--- config.mk ---
export PLATFORM = sky130hd
export DESIGN_NAME = module_binary_to_bcd_seq
export DESIGN_NICKNAME = d
export VERILOG_FILES = /design/src/rtl/bcd_pkg.sv /design/src/rtl/module_binary_to_bcd_seq_digit_adjust.sv /design/src/rtl/module_binary_to_bcd_seq.sv
export SDC_FILE = /design/constraint.sdc
export NUM_CORES = 1
export LEC_CHECK = 0
export ABC_AREA = 1
export BUFFER_PORTS_ARGS = -buffer_cell sky130_fd_sc_hd__buf_2
export CAP_MARGIN = 15
export CORE_MARGIN = 2
export CORE_UTILIZATION = 45
export DETAILED_ROUTE_END_ITERATION = 10
export HOLD_SLACK_MARGIN = 0.03
export RECOVER_POWER = 25
export SETUP_SLACK_MARGIN = 0.02
export SYNTH_ARGS = -nofsm -noshare
export SYNTH_HDL_FRONTEND = slang
export SYNTH_SLANG_ARGS = --single-unit
--- constraint.sdc ---
create_clock -name CLK -period 1.35 [get_ports CLK]
set_input_delay 0.135 -clock CLK [delete_from_list [all_inputs] [get_ports CLK]]
set_output_delay 0.135 -clock CLK [all_outputs]
set_load 0.02 [all_outputs]
--- src/rtl/bcd_pkg.sv ---
// rtl/bcd_pkg.sv - shared types and sizing helper for the sequential binary-to-BCD converter
package bcd_pkg;

    typedef enum logic [1:0] {
        IDLE,
        SHIFT,
        FINISH
    } state_t;

    typedef logic [3:0] digit_t;

    // Smallest digit count d such that 10^d > 2^width.
    function automatic int min_digits(input int width);
        longint unsigned pow10;
        longint unsigned limit;
        int              d;
        pow10 = 64'd1;
        limit = 64'd1 << width;
        d     = 0;
        while (pow10 <= limit) begin
            pow10 = pow10 * 64'd10;
            d     = d + 1;
        end
        return d;
    endfunction

endpackage

--- src/rtl/module_binary_to_bcd_seq_digit_adjust.sv ---
// rtl/module_binary_to_bcd_seq_digit_adjust.sv - double-dabble add-3 correction for one BCD digit
module module_bcd_digit_adjust
    import bcd_pkg::*;
(
    input  digit_t din,
    output digit_t dout
);

    assign dout = (din >= 4'd5) ? din + 4'd3 : din;

endmodule

--- src/rtl/module_binary_to_bcd_seq.sv ---
// rtl/module_binary_to_bcd_seq.sv - one-bit-per-clock binary-to-BCD converter; BCD_SIGNED_EN enables two's-complement input
module module_binary_to_bcd_seq
    import bcd_pkg::*;
#(
    parameter int WIDTH  = 16,
    parameter int DIGITS = 5
) (
    input  logic                  CLK,
    input  logic                  RST_N,
    input  logic                  START,
    input  logic [WIDTH-1:0]      ENTRADA,
    output logic                  BUSY,
    output logic                  DONE,
    output logic [4*DIGITS-1:0]   BCD,
    output logic                  NEG
);

    localparam int CW = $clog2(WIDTH + 1);
    localparam int BW = 4 * DIGITS;
    localparam logic [CW-1:0] CNT_INIT = CW'(WIDTH);
    localparam logic [CW-1:0] CNT_ONE  = CW'(1);

    if (WIDTH < 4 || WIDTH > 32) begin : g_width_check
        $error("WIDTH must be in 4..32");
    end
    if (DIGITS < min_digits(WIDTH)) begin : g_digits_check
        $error("DIGITS too small to hold 2^WIDTH");
    end

    state_t            state_q, state_d;
    logic [CW-1:0]     cnt_q, cnt_d;
    logic [WIDTH-1:0]  op_q, op_d;
    logic [BW-1:0]     work_q, work_d;
    logic [BW-1:0]     bcd_q, bcd_d;
    logic              busy_q, busy_d;
    logic              done_q, done_d;

    logic [BW-1:0]     work_adj;
    logic [WIDTH-1:0]  capture_mag;

    for (genvar g = 0; g < DIGITS; g++) begin : g_adjust
        module_bcd_digit_adjust u_adjust (
            .din  (work_q[4*g +: 4]),
            .dout (work_adj[4*g +: 4])
        );
    end

`ifdef BCD_SIGNED_EN
    // Negating the most negative value wraps to itself, which read unsigned is 2^(WIDTH-1).
    assign capture_mag = ENTRADA[WIDTH-1] ? -ENTRADA : ENTRADA;
`else
    assign capture_mag = ENTRADA;
`endif

    always_comb begin
        state_d = state_q;
        cnt_d   = cnt_q;
        op_d    = op_q;
        work_d  = work_q;
        bcd_d   = bcd_q;
        busy_d  = busy_q;
        done_d  = 1'b0;
        case (state_q)
            IDLE: begin
                if (START) begin
                    op_d    = capture_mag;
                    work_d  = '0;
                    cnt_d   = CNT_INIT;
                    busy_d  = 1'b1;
                    state_d = SHIFT;
                end
            end
            SHIFT: begin
                {work_d, op_d} = {work_adj, op_q} << 1;
                cnt_d = (cnt_q != '0) ? cnt_q - CNT_ONE : '0;
                if (cnt_q <= CNT_ONE) begin
                    state_d = FINISH;
                end
            end
            FINISH: begin
                bcd_d   = work_q;
                done_d  = 1'b1;
                busy_d  = 1'b0;
                state_d = IDLE;
            end
            default: begin
                state_d = IDLE;
            end
        endcase
    end

    always_ff @(posedge CLK or negedge RST_N) begin
        if (!RST_N) begin
            state_q <= IDLE;
            cnt_q   <= '0;
            op_q    <= '0;
            work_q  <= '0;
            bcd_q   <= '0;
            busy_q  <= 1'b0;
            done_q  <= 1'b0;
        end else begin
            state_q <= state_d;
            cnt_q   <= cnt_d;
            op_q    <= op_d;
            work_q  <= work_d;
            bcd_q   <= bcd_d;
            busy_q  <= busy_d;
            done_q  <= done_d;
        end
    end

`ifdef BCD_SIGNED_EN
    logic sign_q, sign_d;
    logic neg_q, neg_d;

    always_comb begin
        sign_d = sign_q;
        neg_d  = neg_q;
        if (state_q == IDLE && START) begin
            sign_d = ENTRADA[WIDTH-1];
        end
        if (state_q == FINISH) begin
            neg_d = sign_q;
        end
    end

    always_ff @(posedge CLK or negedge RST_N) begin
        if (!RST_N) begin
            sign_q <= 1'b0;
            neg_q  <= 1'b0;
        end else begin
            sign_q <= sign_d;
            neg_q  <= neg_d;
        end
    end

    assign NEG = neg_q;
`else
    assign NEG = 1'b0;
`endif

    assign BUSY = busy_q;
    assign DONE = done_q;
    assign BCD  = bcd_q;

endmodule

==> flow_summary_export.csv <==
group,metric,value,unit
run_status,status,"finished, final reports clean",
cells_and_area,drive_gt1_frac,0.185,
power,powerDensity,2430,nW/um2
clocking,clock_latency,0.33,ns
setup_path,slowest_stage,"dfrtp_1",
floorplan,die_y,88.8,um
synthesis,syn_avg_cell_area,8.14,um2
floorplan,io_pins,42,
setup_path,crit_fanout,4,
global_route,grt_max_degree,42,
floorplan,die_area,7890,um2
cells_and_area,syn_to_final_growth,16.3,%
power,p_leak,2.01,nW
synthesis,ys_seq_area_frac,0.502,
floorplan,start_util,0.471,
cells_and_area,stdcell_count,545,
sta,finalCriticalPeriod,1.24,ns
cells_and_area,final_cell_mix,"nand2_1 (124), dfrtp_1 (64), inv_1 (44)",
place,place_hpwl,4.19,mm
sta,fin_skew,0.00658,ns
power,ir_drop,0.000853,V
floorplan,die_w,88.8,um
global_route,grtUsageTotal,0.176,
floorplan,rows,30,
detailed_routing,route.detailed.drc,0,
sta,finalSetupViolations,0,
setup_path,slowest_delay,0.42,ns
global_route,grt_remaining_overflow,0,
setup_path,worstSetupPathType,"reg -> reg",
synthesis,yosysWarnings,0,
detailed_routing,vias_per_cell,4.82,
setup_path,reg2reg_from,"work_q[12]",
worst_hold_path,hp-start,"ENTRADA[0]",
floorplan,core,6870,um2
place,port_buffers,40,
setup_path,critPathMostFrequentCell,"nand2_1",
place,dpl.cell_count,526,
global_route,antenna_found_initial,0,
clocking,cts_root_buf,"clkbuf_8",
clocking,numCtsBuffers,9,
detailed_routing,wl_per_cell,11.3,um
setup_path,crit_path_start_kind,"register",
clocking,cts_tree,"yes",
setup_path,critPathLaunch,"work_q[12]",
cells_and_area,final_common_cell,"nand2_1",
detailed_routing,wl,6.14,mm
cells_and_area,antenna_cells,0,
detailed_routing,first_pass_iters,5,
setup_path,cp.required,1.57,ns
global_route,grt_pass1_vias,2448,
sta,hold_viol_final,0,
synthesis,synth_cell_types,22,
clocking,clkTransAtPathRegs,0.07,ns
clocking,htree_levels,3,
setup_path,crit_path_end_kind,"register",
setup_path,critical_path.cell_chain,"inv_2 > ha_1 > inv_1 > nand2_1 > nand3_2 > nand2_1 > nand3_1 > nand2_1",
synthesis,postSynthCellCount,398,
synthesis,synth.cell_area,3240,um2
clocking,clk_path_buf_depth,2,
detailed_routing,drtIter0Drc,90,
sta,rsz0062_at_grt,"true",
place,pre_cts_ws,-0.0106,ns
synthesis,syn_nets,430,
sta,fmax,0.809,GHz
cells_and_area,final_area,3760,um2
job,maxCapViolCount,0,
synthesis,ys_seq_elements,65,
sta,finalCritPeriodShare,0.916,
cells_and_area,nets,477,
power,power,9.15,mW
worst_hold_path,min_path_type,"in -> reg",
detailed_routing,ant_nets,0,
place,gp_congestion,0.795,
global_route,grt_pass1_wl,10.8,mm
sta,setup_ws,0.113,ns
cells_and_area,fill_cells,649,
clocking,cts_sinks,65,
setup_path,crit_arrival,1.46,ns
sta,drv_slew,0,
detailed_routing,via_count,2626,
place,placed_area,3540,um2
[metrics by stage]
stage	hold slack, ns	util	TNS [ns]
after floorplan	-0.161	-	0
final	0.0449	0.548	0
after detailed placement	0.121	0.515	-0.0106
after CTS	0.0324	0.542	0
after global routing	0.0887	0.548	0
after global placement	0.121	0.515	0
[power by group]
part	internal (mW)	leakage (nW)	total, mW	switching [mW]
Combinational	1.59	1.09	4.32	2.73
Sequential	2.80	0.825	3.29	0.492
Clock	0.835	0.0929	1.53	0.698
[routing by layer]
metal / routed length (um) / up-vias / track usage / part of all wire
met2: 2690 / 46 / 0.275 / 0.44
li1: - / 1369 / - / -
met3: 236 / 11 / 0.0401 / 0.038
met1: 3080 / 1200 / 0.226 / 0.50
met5: 0 / - / 0 / 0
met4: 130 / 0 / 0.0950 / 0.021
[cell families (layout without fill, tap and decap cells)]
| family | after synthesis | after routing | synth area share |
|---|---|---|---|
| simple gates | 174 | 174 | 0.224 |
| compound gates | 74 | 74 | 0.121 |
| buf+inv | 70 | 121 | 0.0989 |
| flops | 65 | 65 | 0.502 |
| fa+ha+maj | 13 | 13 | 0.0502 |
| other cells | 1 | 1 | 0.00116 |
| xor+xnor | 1 | 1 | 0.00271 |
[registers in the layout (all words and copies together) (netlist names)]
register and cells:
BCD 20, work_q 20, op_q 16, cnt_q 5, state_q 2, BUSY 1, DONE 1
[cells in the mapped netlist]
cell type	n	area share
buf_2	6	0.0093
buf_4	5	0.012
buf_6	4	0.014
clkinv_2	1	0.0015
conb_1	1	0.0012
dfrtp_1	65	0.50
ha_1	13	0.050
inv_1	51	0.059
inv_2	3	0.0035
nand2_1	126	0.15
nand2_2	1	0.0019
nand3_1	31	0.048
nand4_1	11	0.021
nor2_1	4	0.0046
nor2_2	1	0.0019
o211ai_1	1	0.0023
o21ai_0	42	0.065
o21ai_1	23	0.036
o21ai_2	1	0.0027
o21bai_1	5	0.012
o22ai_1	2	0.0039
xnor2_1	1	0.0027
[path summary, 6_finish.rpt]
path                              end  slack [ns]  cells past startpoint
max                        work_q[13]        0.11                      8
min                           op_q[0]        0.04                      3
max reg2reg                work_q[13]        0.11                      8
min reg2reg                      BUSY        0.47                      2
max in group asynchronous     op_q[9]        0.31                      3
min in group asynchronous     BCD[18]        0.29                      2
[cell type report]
cell class / instances / area, um2 / area share
multi-input combinational: 263 / 1310 / 0.349
timing repair buffer: 51 / 314 / 0.0834
tap: 96 / 120 / 0.0319
sequential: 65 / 1630 / 0.432
clock buffer: 11 / 131 / 0.0349
clock inverter: 4 / 45.0 / 0.0120
inverter: 55 / 213 / 0.0565
[what timing repair did]
| action | in CTS | in global routing |
|---|---|---|
| setup buffers | 0 | 3 |
| setup endpoints to repair | 4 | 42 |
| hold buffers | 1 | 0 |
| endpoints found under the hold margin | 17 | 0 |
| gates resized for setup | 1 | 17 |
[critical path, delay by kind of cell, from the launching register on]
family | cells | cell delay (ns)
simple gates | 5 | 0.38
fa+ha+maj | 1 | 0.20
buf+inv | 2 | 0.13
flops | 1 | 0.42
Note: power is estimated with default switching activity, not from simulation.
